`src/rtl/apb_harb_arb_pkg.sv`:
```
// apb_harb_arb_pkg: state encodings and master count shared by the arbiter files
package apb_harb_arb_pkg;

    localparam int NUM_MST = 2;

    typedef enum logic [1:0] {
        IDLE = 2'b00,
        ADDR = 2'b01,
        DATA = 2'b10
    } arb_state_e;

endpackage

```
`src/rtl/apb_arb_pick.sv`:
```
// apb_arb_pick: combinational winner select, the master not equal to last_owner wins a tie
module apb_arb_pick
    import apb_harb_arb_pkg::*;
(
    input  logic [NUM_MST-1:0] req_i,
    input  logic               last_owner_i,
    output logic [NUM_MST-1:0] gnt_o
);

    // a lone requester wins outright; a tie goes to the master that did not own the bus last
    always_comb begin
        gnt_o = (&req_i) ? (last_owner_i ? 2'b01 : 2'b10) : req_i;
    end

endmodule

```
`src/rtl/apb_harb_arb.sv`:
```
// apb_harb_arb: two-master arbiter in front of the APB bridge (IDLE -> ADDR -> DATA)
// Build option APB_ARB_RR_EN: round-robin on conflict; undefined gives fixed priority to m0.
module apb_harb_arb
    import apb_harb_arb_pkg::*;
(
    input  logic        hclk,
    input  logic        hrst_b,
    input  logic        m0_req,
    input  logic [31:0] m0_addr,
    input  logic        m0_write,
    input  logic [31:0] m0_wdata,
    output logic        m0_gnt,
    output logic        m0_done,
    input  logic        m1_req,
    input  logic [31:0] m1_addr,
    input  logic        m1_write,
    input  logic [31:0] m1_wdata,
    output logic        m1_gnt,
    output logic        m1_done,
    output logic [31:0] arb_rdata,
    output logic        arb_err,
    output logic        harb_apb_hsel,
    output logic [31:0] harb_xx_haddr,
    output logic        harb_xx_hwrite,
    output logic [31:0] harb_xx_hwdata,
    input  logic        apb_harb_hready,
    input  logic [31:0] apb_harb_hrdata,
    input  logic [1:0]  apb_harb_hresp
);

    arb_state_e         state_q;
    logic               first_q;
    logic               last_owner_q;
    logic               hsel_q;
    logic [31:0]        haddr_q;
    logic               hwrite_q;
    logic [31:0]        hwdata_q;
    logic               m0_gnt_q;
    logic               m1_gnt_q;
    logic               m0_done_q;
    logic               m1_done_q;
    logic [31:0]        rdata_q;
    logic               err_q;
    logic               pick_owner;
    logic [NUM_MST-1:0] win_d;

    // pinning the tie-break owner to m1 makes the picker always favour m0
`ifdef APB_ARB_RR_EN
    assign pick_owner = last_owner_q;
`else
    assign pick_owner = 1'b1;
`endif

    apb_arb_pick u_pick (
        .req_i        ({m1_req, m0_req}),
        .last_owner_i (pick_owner),
        .gnt_o        (win_d)
    );

    // transfer sequencer; last_owner doubles as the owner of the outstanding transfer
    always_ff @(posedge hclk or negedge hrst_b) begin
        if (!hrst_b) begin
            state_q      <= IDLE;
            first_q      <= 1'b0;
            last_owner_q <= 1'b1;
            hsel_q       <= 1'b0;
            haddr_q      <= '0;
            hwrite_q     <= 1'b0;
            hwdata_q     <= '0;
            m0_gnt_q     <= 1'b0;
            m1_gnt_q     <= 1'b0;
            m0_done_q    <= 1'b0;
            m1_done_q    <= 1'b0;
            rdata_q      <= '0;
            err_q        <= 1'b0;
        end else begin
            m0_gnt_q  <= 1'b0;
            m1_gnt_q  <= 1'b0;
            m0_done_q <= 1'b0;
            m1_done_q <= 1'b0;
            hsel_q    <= 1'b0;
            case (state_q)
                IDLE: begin
                    if (|win_d) begin
                        {m1_gnt_q, m0_gnt_q} <= win_d;
                        last_owner_q <= win_d[1];
                        haddr_q      <= win_d[1] ? m1_addr  : m0_addr;
                        hwrite_q     <= win_d[1] ? m1_write : m0_write;
                        hwdata_q     <= win_d[1] ? m1_wdata : m0_wdata;
                        hsel_q       <= 1'b1;
                        state_q      <= ADDR;
                    end
                end
                ADDR: begin
                    first_q <= 1'b1;
                    state_q <= DATA;
                end
                DATA: begin
                    first_q <= 1'b0;
                    if (!first_q && apb_harb_hready) begin
                        if (!hwrite_q) rdata_q <= apb_harb_hrdata;
                        err_q     <= |apb_harb_hresp;
                        m0_done_q <= ~last_owner_q;
                        m1_done_q <= last_owner_q;
                        state_q   <= IDLE;
                    end
                end
                default: state_q <= IDLE;
            endcase
        end
    end

    assign m0_gnt         = m0_gnt_q;
    assign m1_gnt         = m1_gnt_q;
    assign m0_done        = m0_done_q;
    assign m1_done        = m1_done_q;
    assign arb_rdata      = rdata_q;
    assign arb_err        = err_q;
    assign harb_apb_hsel  = hsel_q;
    assign harb_xx_haddr  = haddr_q;
    assign harb_xx_hwrite = hwrite_q;
    assign harb_xx_hwdata = hwdata_q;

endmodule
```
`config.mk`:
```
export PLATFORM = sky130hd
export DESIGN_NAME = apb_harb_arb
export DESIGN_NICKNAME = d
export VERILOG_FILES = /design/src/rtl/apb_harb_arb_pkg.sv /design/src/rtl/apb_arb_pick.sv /design/src/rtl/apb_harb_arb.sv
export SDC_FILE = /design/constraint.sdc
export NUM_CORES = 1
export LEC_CHECK = 0
export BUFFER_PORTS_ARGS = -buffer_cell sky130_fd_sc_hd__buf_2
export CAP_MARGIN = 20
export CELL_PAD_IN_SITES_DETAIL_PLACEMENT = 2
export CELL_PAD_IN_SITES_GLOBAL_PLACEMENT = 2
export CORE_ASPECT_RATIO = 1.1
export CORE_MARGIN = 1.5
export CORE_UTILIZATION = 24
export CTS_BUF_LIST = sky130_fd_sc_hd__clkbuf_8 sky130_fd_sc_hd__clkbuf_16
export DETAILED_ROUTE_END_ITERATION = 12
export PLACE_DENSITY_LB_ADDON = 0.1
export SYNTH_ARGS = -nofsm -noshare
export SYNTH_HDL_FRONTEND = slang
export SYNTH_HIERARCHICAL = 1
export SYNTH_SLANG_ARGS = --single-unit
```
`constraint.sdc`:
```
create_clock -name hclk -period 1.45 [get_ports hclk]
set_input_delay 0.29 -clock hclk [delete_from_list [all_inputs] [get_ports hclk]]
set_output_delay 0.29 -clock hclk [all_outputs]
set_load 0.01 [all_outputs]
```
==> metrics.yaml <==
run_status: "finished, violations left"
failed_checks: "negative setup slack"
fmax_ghz: 0.649
design.final.nets: 863
die_area_um2: 21100
design.core.area_um2: 19800
dp.cells: 907
detail_route.iter0.violations: 110
synthTopCellsByArea: "sky130_fd_sc_hd__dfrtp_1 55%, sky130_fd_sc_hd__mux2i_1 14%, sky130_fd_sc_hd__mux2_4 9.3%"
ys_seq_elements: 107
criticalPathCategory: "reg -> reg"
min_path_type: "in -> reg"
drc: 0
rows: 54
clk_root_buffer_cell: "sky130_fd_sc_hd__clkbuf_16"
numPortBuffers: 271
cap_violations: 0
synth_seq_area_share: 0.552
initial_utilization: 0.245
cp_data_arrival_time_ns: 1.78
path_clk_slew_ns: 0.08
area_added_between_synthesis_and_finish_pct: 51.8
tritoncts.num_buffers: 9
worst_ep_required_time_ns: 1.69
cp_slowest_cell: "sky130_fd_sc_hd__dfrtp_1"
layoutNonFillerInstCount: 948
utilization: 0.372
vias_in_the_first_global_route: 4616
place_hpwl_um: 12100
fillerInstances: 2139
post_drt_wl_per_cell_um: 17.1
grtUsageTotal: 0.153
diodes: 0
netlist_area_um2: 4850
critical_path.max_stage_delay_ns: 0.39
report.final.setup_viol: 50
top_cell_family_by_delay_on_the_critical_path: "flip-flops"
ctsLongestPathBuffers: 2
dr_total_vias: 4142
layout_common_cells: "270 x sky130_fd_sc_hd__buf_2, 105 x sky130_fd_sc_hd__dfrtp_1, 66 x sky130_fd_sc_hd__mux2i_1"
syn_area_per_cell_um2: 12.5
grt_pass1_wl_um: 25300
slew_viol_final: 0
finalWeightedCongestion: 0.720
kind_of_start_point_of_the_critical_path: "register"
cell_pwr_density_nw_per_um2: 1890
floorplan.die.height_um: 152
final_power_mw: 13.9
yosys.area.top_type: "sky130_fd_sc_hd__dfrtp_1"
fin_tns_setup_ns: -2.16
layout_commonest_cell: "sky130_fd_sc_hd__buf_2"
cts_tree: "yes"
io_pins: 272
cts_num_sinks: 107
leakage_nw: 3.91
layout_worst_path_cycle_share: 1.06
route.final.wire_length_um: 16200
peak_fanout_along_the_critical_path: 6
synthDominantCellAreaShare: 0.547
synth_cell_type_count: 29
antenna_found_initial: 0
cts_htree_levels: 3
viasPerCell: 4.37
chipWidth_um: 139
setup_ws_ns: -0.0901
yosys_warnings: 6
postSynthCellCount: 389
buffers_plus_inverters_on_the_worst_setup_path: 3
fraction_of_layout_instances_using_a_drive_strength_above_1: 0.570
rsz0062_at_grt: "yes"
worstPathCellList: "inv_2 -> ha_4 -> nand3b_4 -> nor2_8 -> buf_6 -> buf_16 -> mux2_4"
insertion_delay_ns: 0.35
crit_path_end_kind: "register"
postRouteAntennaNets: 0
hold_viol: 0
period_needed_ns: 1.54
grt_max_degree: 43
detailedRoute.firstPassIterationCount: 4
layout_skew_ns: 0.00850
congestion_overflow_gr: 0
vdd_drop_max_uv: 578
[where the power goes]
group / internal (mW) / switching, mW
Clock: 1.21 / 1.24
Sequential: 4.34 / 0.771
Combinational: 3.25 / 3.13
Total: 8.80 / 5.14
[final cells by class]
class	count	area, um2	share of cell area
clock buffer	9	225	0.0306
clock inverter	7	66.3	0.00901
inverter	6	22.5	0.00306
multi-input combinational	253	2040	0.278
sequential	107	2680	0.364
tap	252	315	0.0428
timing repair buffer	314	2010	0.273
[cell usage after synthesis]
| master | number |
|---|---|
| sky130_fd_sc_hd__a21boi_0 | 1 |
| sky130_fd_sc_hd__a21boi_1 | 1 |
| sky130_fd_sc_hd__a21o_1 | 1 |
| sky130_fd_sc_hd__a21oi_1 | 1 |
| sky130_fd_sc_hd__a22o_1 | 1 |
| sky130_fd_sc_hd__and2_1 | 2 |
| sky130_fd_sc_hd__buf_12 | 3 |
| sky130_fd_sc_hd__buf_2 | 2 |
| sky130_fd_sc_hd__buf_4 | 2 |
| sky130_fd_sc_hd__buf_6 | 13 |
| sky130_fd_sc_hd__clkbuf_1 | 4 |
| sky130_fd_sc_hd__clkbuf_2 | 1 |
| sky130_fd_sc_hd__conb_1 | 1 |
| sky130_fd_sc_hd__dfrtp_1 | 106 |
| sky130_fd_sc_hd__dfstp_2 | 1 |
| sky130_fd_sc_hd__ha_1 | 3 |
| sky130_fd_sc_hd__inv_1 | 6 |
| sky130_fd_sc_hd__mux2_2 | 3 |
| sky130_fd_sc_hd__mux2_4 | 30 |
| sky130_fd_sc_hd__mux2i_1 | 66 |
| sky130_fd_sc_hd__nand2_1 | 66 |
| sky130_fd_sc_hd__nand2b_1 | 1 |
| sky130_fd_sc_hd__nand3b_4 | 1 |
| sky130_fd_sc_hd__nor2_1 | 4 |
| sky130_fd_sc_hd__nor2_8 | 1 |
| sky130_fd_sc_hd__o21ai_0 | 61 |
| sky130_fd_sc_hd__o21ai_1 | 5 |
| sky130_fd_sc_hd__o21ai_4 | 1 |
| sky130_fd_sc_hd__o21bai_1 | 1 |
[worst paths after layout]
check,from,end,slack (ns),cells past startpoint
worst max-delay path,state_q[0],arb_rdata[24],-0.09,7
worst min-delay path,apb_harb_hrdata[11],arb_rdata[11],0.16,2
worst max register to register,state_q[0],arb_rdata[24],-0.09,7
worst min register to register,harb_xx_haddr[20],harb_xx_haddr[20],0.48,2
max in group asynchronous,hrst_b,harb_xx_haddr[10],0.49,3
min in group asynchronous,hrst_b,arb_rdata[22],0.38,2
[routing by layer]
layer	wire (um)	GRT usage
met1	6550	0.182
met2	8330	0.267
met3	1040	0.0356
met4	328	0.0571
met5	0	0
[metrics by stage]
step / cell area [um2] / setup slack (ns) / hold WS [ns]
floorplan: 4860 / -0.0795 / -0.00559
global placement: 6560 / -0.107 / 0.223
detailed placement: 6560 / -0.148 / 0.237
CTS: 7200 / -0.107 / 0.145
global route: 7360 / -0.142 / 0.153
finish: 7360 / -0.0901 / 0.164
[timing repair]
action,4_1_cts,5_1_grt
pin swaps,2,3
endpoints found under the setup margin,73,99
hold buffers,1,0
setup buffers,11,7
cloned,7,5
endpoints found under the hold margin,19,0
gates resized for setup,28,66
[cell families (layout without fill, tap and decap cells)]
logic type,after synthesis,after routing,share of synthesized area
AO/OA/AOI/OAI,73,74,0.0805
adder cells (fa/ha/maj),3,3,0.00774
buffers and inverters,31,336,0.0565
flip-flops,107,107,0.552
multiplexers,99,99,0.236
other,1,2,0.000773
AND/OR/NAND/NOR,75,75,0.0663
[state kept, by name (all words and copies together) (netlist names)]
name	count
first_q	1
harb_xx_haddr	32
m1_gnt	1
harb_apb_hsel	1
harb_xx_hwrite	1
m0_gnt	1
arb_rdata	32
arb_err	1
m0_done	1
state_q	2
last_owner_q	1
m1_done	1
harb_xx_hwdata	32
Power figures use the tool's default switching activity.
